--- config.mk ---
export PLATFORM = sky130hd
export DESIGN_NAME = seq_det_sched_flat
export DESIGN_NICKNAME = d
export VERILOG_FILES = /design/src/rtl/seq_det_sched_if.sv /design/src/rtl/seq_det_sched.sv /design/src/flat_wrapper.sv
export SDC_FILE = /design/constraint.sdc
export NUM_CORES = 1
export LEC_CHECK = 0
export ABC_AREA = 1
export CORE_ASPECT_RATIO = 0.5
export CORE_MARGIN = 3
export CORE_UTILIZATION = 25
export CTS_BUF_LIST = sky130_fd_sc_hd__clkbuf_4
export DETAILED_ROUTE_END_ITERATION = 8
export PLACE_DENSITY = 0.4
export SYNTH_ARGS = -nofsm -noshare
export SYNTH_HDL_FRONTEND = slang
export SYNTH_SLANG_ARGS = --single-unit
--- constraint.sdc ---
create_clock -name clk -period 5.2 [get_ports clk]
set_clock_uncertainty 0.15 [all_clocks]
set_input_delay 0.78 -clock clk [delete_from_list [all_inputs] [get_ports clk]]
set_output_delay 0.78 -clock clk [all_outputs]
set_load 0.02 [all_outputs]
--- src/rtl/seq_det_sched_if.sv ---
// Handshake and hit-reporting bundle between the serial front-end streams
// and the time-shared pattern detector.
interface seq_det_sched_if #(
    parameter int unsigned N   = 4,
    parameter int unsigned IDW = 2
);
    logic [N-1:0]   req_vld;
    logic [N-1:0]   req_din;
    logic [N-1:0]   req_rdy;
    logic [N-1:0]   ctx_clr;
    logic           hit;
    logic [IDW-1:0] hit_id;
    logic           busy;
    logic [IDW-1:0] gnt_id;

    modport master (
        output req_vld, req_din, ctx_clr,
        input  req_rdy, hit, hit_id, busy, gnt_id
    );

    modport slave (
        input  req_vld, req_din, ctx_clr,
        output req_rdy, hit, hit_id, busy, gnt_id
    );
endinterface

--- src/rtl/seq_det_sched.sv ---
// One serial 6-bit pattern detector shared round-robin between N streams, with
// per-stream 5-bit history saved on release and restored on grant.
module seq_det_sched #(
    parameter int unsigned N     = 4,
    parameter int unsigned IDW   = 2,
    parameter int unsigned BURST = 8,
    parameter logic [5:0]  PAT0  = 6'b111000,
    parameter logic [5:0]  PAT1  = 6'b101110
) (
    input  logic          clk,
    input  logic          rst_n,
    seq_det_sched_if.slave bus
);

    typedef enum logic [1:0] {StIdle, StLoad, StRun, StSave} state_e;

    state_e         state_q, state_d;
    logic [IDW-1:0] rr_ptr_q, rr_ptr_d;
    logic [IDW-1:0] gnt_id_q, gnt_id_d;
    logic [IDW-1:0] hit_id_q, hit_id_d;
    logic           hit_q, hit_d;
    logic [4:0]     hist_q, hist_d;
    logic [7:0]     cnt_q, cnt_d;
    logic [4:0]     ctx_q [N];
    logic [4:0]     ctx_d [N];

    logic           found;
    logic [IDW-1:0] sel;
    int unsigned    idx;

    // Round-robin scan starting at rr_ptr; wraps at N, not at 2**IDW.
    always_comb begin
        found = 1'b0;
        sel   = rr_ptr_q;
        idx   = 0;
        for (int unsigned k = 0; k < N; k++) begin
            idx = int'(rr_ptr_q) + k;
            if (idx >= N) idx = idx - N;
            if (!found && bus.req_vld[IDW'(idx)]) begin
                found = 1'b1;
                sel   = IDW'(idx);
            end
        end
    end

    logic       clr_live;
    logic [4:0] hist_src;
    logic [5:0] win;
    logic       match;
    logic [7:0] cnt_inc;

    always_comb begin
        state_d  = state_q;
        rr_ptr_d = rr_ptr_q;
        gnt_id_d = gnt_id_q;
        hit_id_d = hit_id_q;
        hit_d    = 1'b0;
        hist_d   = hist_q;
        cnt_d    = cnt_q;
        ctx_d    = ctx_q;
        cnt_inc  = cnt_q + 8'd1;

        // A clear of the granted stream also wipes the live copy, so a bit
        // accepted in the same cycle sees an all-zero history.
        clr_live = bus.ctx_clr[gnt_id_q] && (state_q == StLoad || state_q == StRun);
        hist_src = clr_live ? 5'b0 : hist_q;
        win      = {hist_src, bus.req_din[gnt_id_q]};
        match    = (win == PAT0) || (win == PAT1);

        unique case (state_q)
            StIdle: begin
                if (found) begin
                    gnt_id_d = sel;
                    state_d  = StLoad;
                end
            end
            StLoad: begin
                hist_d  = clr_live ? 5'b0 : ctx_q[gnt_id_q];
                cnt_d   = 8'd0;
                state_d = StRun;
            end
            StRun: begin
                if (bus.req_vld[gnt_id_q]) begin
                    hist_d = win[4:0];
                    cnt_d  = cnt_inc;
                    hit_d  = match;
                    if (match) hit_id_d = gnt_id_q;
                    if (cnt_inc == 8'(BURST)) state_d = StSave;
                end else begin
                    hist_d  = hist_src;
                    state_d = StSave;
                end
            end
            StSave: begin
                ctx_d[gnt_id_q] = hist_q;
                rr_ptr_d        = (gnt_id_q == IDW'(N - 1)) ? '0 : gnt_id_q + 1'b1;
                state_d         = StIdle;
            end
            default: state_d = StIdle;
        endcase

        // Clear wins over a same-cycle save of the same stream.
        for (int unsigned i = 0; i < N; i++) begin
            if (bus.ctx_clr[i]) ctx_d[i] = 5'b0;
        end
    end

    always_ff @(posedge clk or negedge rst_n) begin
        if (!rst_n) begin
            state_q  <= StIdle;
            rr_ptr_q <= '0;
            gnt_id_q <= '0;
            hit_id_q <= '0;
            hit_q    <= 1'b0;
            hist_q   <= 5'b0;
            cnt_q    <= 8'd0;
            for (int unsigned i = 0; i < N; i++) ctx_q[i] <= 5'b0;
        end else begin
            state_q  <= state_d;
            rr_ptr_q <= rr_ptr_d;
            gnt_id_q <= gnt_id_d;
            hit_id_q <= hit_id_d;
            hit_q    <= hit_d;
            hist_q   <= hist_d;
            cnt_q    <= cnt_d;
            ctx_q    <= ctx_d;
        end
    end

    always_comb begin
        bus.req_rdy = '0;
        if (state_q == StRun) bus.req_rdy[gnt_id_q] = 1'b1;
    end

    assign bus.busy   = (state_q != StIdle);
    assign bus.gnt_id = gnt_id_q;
    assign bus.hit    = hit_q;
    assign bus.hit_id = hit_id_q;

endmodule

--- src/flat_wrapper.sv ---
// flat-port wrapper written by rule: the top's interface ports become plain ports
module seq_det_sched_flat 
#(
    parameter int unsigned N     = 4,
    parameter int unsigned IDW   = 2,
    parameter int unsigned BURST = 8,
    parameter logic [5:0]  PAT0  = 6'b111000,
    parameter logic [5:0]  PAT1  = 6'b101110
)
  (clk, rst_n, bus_req_vld, bus_req_din, bus_ctx_clr, bus_req_rdy, bus_hit, bus_hit_id, bus_busy, bus_gnt_id);
  seq_det_sched_if #(.N(N), .IDW(IDW)) bus_i ();
  input  logic clk;
  input  logic rst_n;
  input wire logic [$bits(bus_i.req_vld)-1:0] bus_req_vld;
  input wire logic [$bits(bus_i.req_din)-1:0] bus_req_din;
  input wire logic [$bits(bus_i.ctx_clr)-1:0] bus_ctx_clr;
  output wire logic [$bits(bus_i.req_rdy)-1:0] bus_req_rdy;
  output wire logic [$bits(bus_i.hit)-1:0] bus_hit;
  output wire logic [$bits(bus_i.hit_id)-1:0] bus_hit_id;
  output wire logic [$bits(bus_i.busy)-1:0] bus_busy;
  output wire logic [$bits(bus_i.gnt_id)-1:0] bus_gnt_id;
  assign bus_i.req_vld = bus_req_vld;
  assign bus_i.req_din = bus_req_din;
  assign bus_i.ctx_clr = bus_ctx_clr;
  assign bus_req_rdy = bus_i.req_rdy;
  assign bus_hit = bus_i.hit;
  assign bus_hit_id = bus_i.hit_id;
  assign bus_busy = bus_i.busy;
  assign bus_gnt_id = bus_i.gnt_id;
  seq_det_sched #(.N(N), .IDW(IDW), .BURST(BURST), .PAT0(PAT0), .PAT1(PAT1)) u_core (.clk(clk), .rst_n(rst_n), .bus(bus_i));
endmodule
# [Yosys cells after proc, flatten, opt, wreduce, memory -nomap -nowiden]
# Cells that the tools add are included.
[word_totals] regBits=42 output_inout_bits=10
[op_classes] addsub=9 order_cmp=12 eq_ne=10 mux=53 bitwise=1 n_reduce_logical=22
[op_table] cell="$mux 5" count=10
[op_table] cell="$mux 2" count=12
[op_table] cell="$bwmux 20" count=1
[op_table] cell="$mux 20" count=1
[op_table] cell="$pmux 8 s2" count=1
[op_table] cell="$lt 2x3->1 const B" count=5
[op_table] cell="$bmux 1 s2" count=7
[op_table] cell="$mux 1" count=14
[op_table] cell="$eq 6x6->1 const B" count=2
[op_table] cell="$ge 3x3->1 const B" count=4
[op_table] cell="$reduce_bool 2->1" count=6
[op_table] cell="$bmux 5 s2" count=1
[op_table] cell="$demux 5 s2" count=1
[op_table] cell="$pmux 5 s2" count=1
[op_table] cell="$add 8x1->8 const B" count=1
[op_table] cell="$eq 8x4->1 const B" count=1
[op_table] cell="$mux 8" count=1
[op_table] cell="$pmux 2 s4" count=1
[op_table] cell="$sub 2x1->2 const B" count=4
[op_table] cell="$add 2x2->3 const B" count=2
[op_table] cell="$eq 2x2->1 const B" count=3
[op_table] cell="$logic_and 1x1->1" count=6
[op_table] cell="$reduce_and 2->1" count=3
[op_table] cell="$mux 4" count=1
[op_table] cell="other kinds (14)" count=18

# [Logic depth before layout (Yosys ltp)]
# Gate-level depths: netlist (run 1).
[logic_depth] word_depth=16 ltp_mapped=12 ltp_nobuf=11

# [Least setup slack after synthesis (run 1)]
# OpenSTA, ideal clock, no wires.
[synth_timing] path_kind="register to output" start="register u_core.gnt_id_q[0], in the netlist u_core.bus.gnt_id[0]" end="output port bus_req_rdy[0]" t_arrival_ps=1269 required_time_ps=4270 slack_ps=3001 path_stages_with_launch=7 path_cell_list="dfrtp_1 > buf_6 > inv_6 > buf_2 > ha_1 > nand2_1 > inv_1"
[synth_via] elab_chain_cells=5 word_cells_on_any_way=6 classes_between="order compare: 2; mux: 3; reduce/logical: 1"
[synth_lines] item="from (decl)" line="seq_det_sched.sv:19" rtl="logic [IDW-1:0] gnt_id_q, gnt_id_d;"
[synth_lines] item="from (signal assigned)" line="seq_det_sched.sv:121" rtl="gnt_id_q <= gnt_id_d;"
[synth_lines] item="$lt 2x3->1 (implied by the code) or $ge 2x1->1 (tied branches)" line="seq_det_sched.sv:132" rtl="if (state_q == StRun) bus.req_rdy[gnt_id_q] = 1'b1;"
[synth_lines] item="$logic_and 1x1->1 (implied by the code)" line="seq_det_sched.sv:132"
[synth_lines] item="$mux 1 (implied by the code)" line="seq_det_sched.sv:132"
[synth_lines] item="$demux 1 s2 (*)"
[synth_lines] item="$mux 4 (*)" line="seq_det_sched.sv:132"
[synth_lines] item="to (decl)" line="flat_wrapper.sv:17" rtl="output wire logic [$bits(bus_i.req_rdy)-1:0] bus_req_rdy;"
# Every way passes the cells marked *; elsewhere a longest branch is shown, timed or not.

# [Worst setup path after layout (run 1)]
# Same ends and word-level chain as after synthesis.

==> impl_metrics.csv, run 1 <==
group,metric,value,unit
run_status,outcome,"complete, no violations",
timing,setup_viol,0,
flow_run,cap_violations,0,
global_routing,grt_pass1_wl,12.8,mm
cells_and_area,area_growth,13.7,%
detailed_routing,finalWirelength,7.46,mm
cells_and_area,fin_nets,447,
clock_tree,clk-insertion-delay-late,0.37,ns
synth,synthCells,402,
detailed_routing,drc,0,
floorplan,dieArea,12700,µm²
global_routing,grt_max_degree,43,
critical_path,cp.arrival,2.31,ns
critical_path,r2r-end,"u_core.bus.hit_id[1]",
synth,ys_ff_latch,42,
worst_hold_path,worstHoldStart,"u_core.bus.hit_id[1]",
clock_tree,clk_pin_slew_worst_paths,0.14,ns
pwr,p_switching,0.916,mW
cells_and_area,layout.cells.non_filler,563,
worst_hold_path,hold_end,"u_core.bus.hit_id[1]",
detailed_routing,final_antenna_net_count,0,
clock_tree,cts_hold_buf,0,
synth,synth_top_area_share,0.370,
pwr,vdd_ir_drop_max,0.121,mV
critical_path,reg2reg_slack,2.91,ns
timing,relSlewSlack,0.332,
critical_path,worstPathRequired,4.27,ns
floorplan,num_rows,26,
cells_and_area,final_util,0.303,
pwr,seq_power_share,0.303,
detailed_routing,via_per_inst,4.43,
place,dp.cells,555,
synth,syn-cell-area,2840,µm²
cells_and_area,fin_area,3230,µm²
pwr,swShare,0.531,
pwr,p_clk_frac,0.101,
timing,fin_setup_tns,0,ns
floorplan,core,10600,µm²
clock_tree,clockRootBuffer,"clkbuf_4",
pwr,power,1.72,mW
detailed_routing,drtIter0Drc,127,
floorplan,start_util,0.267,
critical_path,end_kind,"output port",
timing,worst_slew_pin_slew,1.00,ns
detailed_routing,wl_per_cell,13.3,µm
critical_path,setup.worst_path.start_class,"register",
timing,maxSlewViolCount,0,
clock_tree,cts_resized,0,
worst_hold_path,hp-class,"reg2reg",
clock_tree,cts_tree,"done",
critical_path,timing.rr.start,"u_core.bus.gnt_id[0]",
synth,syn_nets,427,
timing,fin_crit_sh,0.623,
timing,setup_ws,1.96,ns
floorplan,die_h,81.3,µm
timing,fin_crit,3.24,ns
synth,synth.top_cells.by_area,"dfrtp_1 37%, nand2_1 18%, nand3_1 7.8%",
clock_tree,cts_buffers,5,
place,dpl-instance-area,3170,µm²
timing,clock.fmax,309,MHz
global_routing,antenna_found_initial,0,
clock_tree,htree_levels,2,
global_routing,grt_usage,0.128,
clock_tree,cts_sinks,42,
timing,hold_ws,0.340,ns
cells_and_area,n_antenna_cell,0,
detailed_routing,first_pass_iters,4,
clock_tree,clockBufferDepth,2,
place,pre_cts_slack,2.36,ns
timing,rsz0062_at_grt,"no",
global_routing,grt_pass1_vias,2502,
pwr,p_leak,1.63,nW
floorplan,die_x,157,µm
pwr,p_comb_frac,0.596,
cells_and_area,drive_above_1_share,0.0993,
clock_tree,cts_setup_buffers,0,
synth,seq_area_frac_synth,0.370,
floorplan,io_pins,24,
synth,avgSynthCellArea,7.06,µm²
critical_path,criticalPathCategory,"reg2out",
pwr,powerDensity,534,nW/µm²
pwr,p_int,0.808,mW
detailed_routing,vias,2492,
timing,finalHoldViolations,0,
synth,synthDistinctLibCells,25,
cells_and_area,nFillCells,1175,
synth,yosysTopAreaCell,"dfrtp_1",
place,dp_hpwl,5.64,mm
worst_hold_path,hold_depth,2,
place,portBuffers,23,
place,place_congestion,0.733,
synth,yosysWarnings,0,
critical_path,crit_fanout,22,
critical_path,worstRegToRegCells,10,
global_routing,grt-ovfl-total,0,
==> cell usage in the layout (no fill, tap or decap) <==
cell type        Yosys  final
nand4_2              1      1
clkdlybuf4s50_1      0     22
a21oi_1             10     10
clkinvlp_4           0      1
o22ai_1             11     11
inv_2                5      5
nand2_2              6      6
nor2_1              20     20
or2_2                2      2
o21ai_2              1      1
nor2_2               2      2
clkinv_4             0      1
buf_2                2      1
nand3_2              7      7
inv_6                1      1
inv_1               49     49
nor2_4               2      2
nand2_4              5      5
dfrtp_1             42     42
nor2_8               1      1
ha_1                11     11
clkinv_2             0      1
nand2_1            134    134
nand3_1             44     44
nand4_1              5      5
clkbuf_4             0      5
o21ai_0             33     33
==> power groups by stage <==
stage / Sequential [mW] / Combinational (mW) / Clock (mW)
2_1_floorplan: 0.486 / 0.829 / 0
4_1_cts: 0.524 / 1.05 / 0.183
3_5_place_dp: 0.531 / 1.04 / 0
6_report: 0.522 / 1.03 / 0.175
5_1_grt: 0.543 / 1.19 / 0.197
3_3_place_gp: 0.532 / 1.06 / 0
==> critical path, cell delays in order (launching register included) <==
cell and delay (ns):
dfrtp_1 0.85, inv_6 0.15, ha_1 0.29, nand2_1 0.08, inv_1 0.04, clkdlybuf4s50_1 0.52
==> sequential cells by signal, summed over array words and instances, names as in the netlist <==
name and count:
u_core.hist_q 5, u_core.rr_ptr_q 2, u_core.ctx_q 20, u_core.state_q 2
u_core.bus.hit_id 2, u_core.bus.hit 1, u_core.bus.gnt_id 2, u_core.cnt_q 8
==> cell type report <==
cell class,instances,area (µm²),area share
Clock inverter,3,21.3,0.00659
Tap cell,140,175,0.0543
Clock buffer,5,37.5,0.0116
Timing Repair Buffer,23,225,0.0698
Multi-Input combinational cell,295,1500,0.466
Inverter,55,211,0.0656
Sequential cell,42,1050,0.326
==> synth_stat cells <==
cell type  instances
nand2_1          134
inv_1             49
nand3_1           44
dfrtp_1           42
o21ai_0           33
nor2_1            20
ha_1              11
o22ai_1           11
a21oi_1           10
nand3_2            7
nand2_2            6
inv_2              5
nand2_4            5
nand4_1            5
buf_6              4
clkbuf_1           3
buf_2              2
nor2_2             2
nor2_4             2
or2_2              2
clkbuf_2           1
inv_6              1
nand4_2            1
nor2_8             1
o21ai_2            1
==> cells by family after synthesis <==
family,Yosys count,synth area share
simple gates,229,0.378
buf+inv,65,0.0996
compound gates,55,0.103
flops,42,0.370
fa+ha+maj,11,0.0485
==> worst max-delay path by stage <==
stage | start | endpoint | slack [ns]
6_report | u_core.bus.gnt_id[0] | bus_req_rdy[0] | 1.96
5_1_grt | u_core.bus.gnt_id[0] | bus_req_rdy[0] | 1.77
4_1_cts | u_core.bus.gnt_id[0] | bus_req_rdy[2] | 1.92
3_5_place_dp | u_core.bus.gnt_id[0] | bus_req_rdy[2] | 2.36
3_3_place_gp | u_core.bus.gnt_id[0] | bus_req_rdy[0] | 2.39
2_1_floorplan | u_core.bus.gnt_id[0] | bus_req_rdy[0] | 3.00
==> per-layer routing <==
| layer | vias to the layer above | routed length (µm) | global-route usage |
|---|---|---|---|
| met4 | 0 | 42 | 0.0236 |
| met1 | 1128 | 4040 | 0.181 |
| met5 | - | 0 | 0 |
| met2 | 33 | 3180 | 0.205 |
| met3 | 4 | 207 | 0.0255 |
| li1 | 1327 | - | - |
Power figures use the tool's default switching activity.
==> run 2, diff against run 1 <==
==> constraint.sdc (replaced) <==
create_clock -name clk -period 3.2 [get_ports clk]
set_clock_uncertainty 0.15 [all_clocks]
set_input_delay 0.48 -clock clk [delete_from_list [all_inputs] [get_ports clk]]
set_output_delay 0.48 -clock clk [all_outputs]
set_load 0.02 [all_outputs]
==> run 2 against run 1 <==
Count of clock-buffer cells in the layout stayed put. Register-to-register slack worse by 2.0 ns. Hold slack worse by 0.24 ns. Sequential cell count stayed put. Non-clock buffer count is 2 higher. Critical endpoint is now bus_req_rdy[2]. Largest cell class unchanged. Largest power group unchanged. Highest routed layer unchanged.
==> impl_metrics.csv, run 2 (synthesized netlist as in run 1, its figures left out) <==
group,metric,value,unit
critical_path,worstPathRequired,2.57,ns
flow_run,cap_violations,0,
pwr,p_switching,1.52,mW
floorplan,dieArea,12700,µm²
detailed_routing,route.met2.wl,2.95,mm
pwr,powerDensity,880,nW/µm²
detailed_routing,highest_layer,"met4",
cells_and_area,layout_commonest_cell,"nand2_1",
detailed_routing,met1_length,4.12,mm
pwr,p_clk_frac,0.103,
place,dp_hpwl,5.62,mm
clock_tree,cts_resized,0,
timing,maxSlewViolCount,0,
cells_and_area,largest_register,"u_core.ctx_q",
cells_and_area,fin_nets,449,
detailed_routing,met3_wirelength,212,µm
critical_path,cp.arrival,2.12,ns
detailed_routing,drc,0,
critical_path,worst-path-stages,5,
floorplan,num_rows,26,
cells_and_area,reg_top3,"u_core.ctx_q: 20 flops, u_core.cnt_q: 8 flops, u_core.hist_q: 5 flops",
floorplan,io_pins,24,
detailed_routing,drtIter0Drc,121,
global_routing,antenna_found_initial,0,
cells_and_area,drive_above_1_share,0.104,
timing,relSlewSlack,0.337,
cells_and_area,largest_register_ff_count,20,
clock_tree,cts_hold_buf,0,
timing,finalHoldViolations,0,
place,place_congestion,0.736,
timing,clock.fmax,363,MHz
detailed_routing,first_pass_iters,4,
pwr,p_int,1.33,mW
cells_and_area,nFillCells,1167,
global_routing,grt-ovfl-total,0,
detailed_routing,final_antenna_net_count,0,
cells_and_area,area_growth,14.3,%
global_routing,grt_pass1_vias,2366,
clock_tree,htree_levels,2,
critical_path,worstRegToRegCells,10,
clock_tree,cts_buffers,5,
floorplan,die_h,81.3,µm
global_routing,grt_usage,0.123,
detailed_routing,finalWirelength,7.32,mm
pwr,p_comb_frac,0.610,
critical_path,cpPeakStageDelay,0.59,ns
run_status,outcome,"complete, no violations",
clock_tree,clk-insertion-delay-late,0.38,ns
timing,fin_crit,2.75,ns
cells_and_area,multiInputGateArea,1500,µm²
place,portBuffers,23,
critical_path,cpMaxStageDelayCell,"clkdlybuf4s50_1",
detailed_routing,via_per_inst,4.43,
timing,worst_slew_pin_slew,0.994,ns
floorplan,start_util,0.267,
timing,fin_crit_sh,0.860,
floorplan,die_x,157,µm
timing,fin_setup_tns,0,ns
global_routing,grt_pass1_wl,12.3,mm
place,pre_cts_slack,0.742,ns
critical_path,worstPathBufferInverterCount,3,
critical_path,setup.worst_path.start_class,"register",
cells_and_area,regArea,1050,µm²
detailed_routing,wl_per_cell,13.0,µm
critical_path,crit_fanout,19,
critical_path,end_kind,"output port",
cells_and_area,layout_common_cells,"134 x nand2_1, 49 x inv_1, 44 x nand3_1",
pwr,vdd_ir_drop_max,0.219,mV
critical_path,path_delay_family,"buffers and inverters",
clock_tree,cts_setup_buffers,0,
global_routing,grt_max_degree,43,
floorplan,core,10600,µm²
clock_tree,clockBufferDepth,2,
clock_tree,cts_tree,"done",
timing,setup_viol,0,
clock_tree,clk_pin_slew_worst_paths,0.16,ns
detailed_routing,vias,2501,
critical_path,crit_chain,"inv_6, ha_1, nand2_1, inv_1, clkdlybuf4s50_1",
pwr,p_leak,1.64,nW
clock_tree,cts_sinks,42,
timing,setup_ws,0.449,ns
critical_path,criticalPathCategory,"reg2out",
worst_hold_path,hp-class,"in2async",
timing,rsz0062_at_grt,"no",
pwr,seq_power_share,0.287,
cells_and_area,n_antenna_cell,0,
pwr,swShare,0.533,
clock_tree,clockRootBuffer,"clkbuf_4",
==> run 2: metrics by stage <==
step	hold slack [ns]	power (mW)	instances	utilization	cell area (µm²)
finish	0.101	2.85	565	0.305	3240
global route	0.141	3.17	565	0.305	3240
CTS	0.137	2.90	565	0.305	3240
detailed placement	0.319	2.59	557	0.299	3180
global placement	0.324	2.62	557	0.299	3180
floorplan	0.0344	2.14	402	-	2840
==> run 2: worst paths after layout <==
kind / end / slack [ns] / start
worst max-delay path: bus_req_rdy[2] / 0.45 / u_core.bus.gnt_id[0]
worst min-delay path: u_core.ctx_q[10] / 0.10 / rst_n
worst max register to register: u_core.bus.hit_id[0] / 0.94 / u_core.bus.gnt_id[0]
worst min register to register: u_core.bus.hit_id[1] / 0.36 / u_core.bus.hit_id[1]
max in group asynchronous: u_core.bus.hit_id[0] / 2.18 / rst_n
min in group clk: u_core.bus.hit_id[1] / 0.36 / u_core.bus.hit_id[1]
==> run 2: routing by layer <==
| layer | global-route usage | vias to the layer above |
|---|---|---|
| met5 | 0 | - |
| li1 | - | 1327 |
| met4 | 0.0262 | 0 |
| met2 | 0.178 | 30 |
| met1 | 0.188 | 1140 |
| met3 | 0.0245 | 4 |
==> run 2: layout make-up <==
cell class / instances / share of cell area
clock buffer: 5 / 0.0116
tap: 140 / 0.0540
inverter: 55 / 0.0652
sequential: 42 / 0.324
clock inverter: 3 / 0.00733
timing repair buffer: 25 / 0.0741
multi-input combinational: 295 / 0.464
==> run 2: power by group through the flow <==
stage	clock, mW	combinational [mW]	sequential, mW
global placement	0	1.78	0.835
global route	0.334	1.99	0.842
detailed placement	0	1.76	0.830
finish	0.294	1.74	0.819
CTS	0.310	1.77	0.821
floorplan	0	1.35	0.789
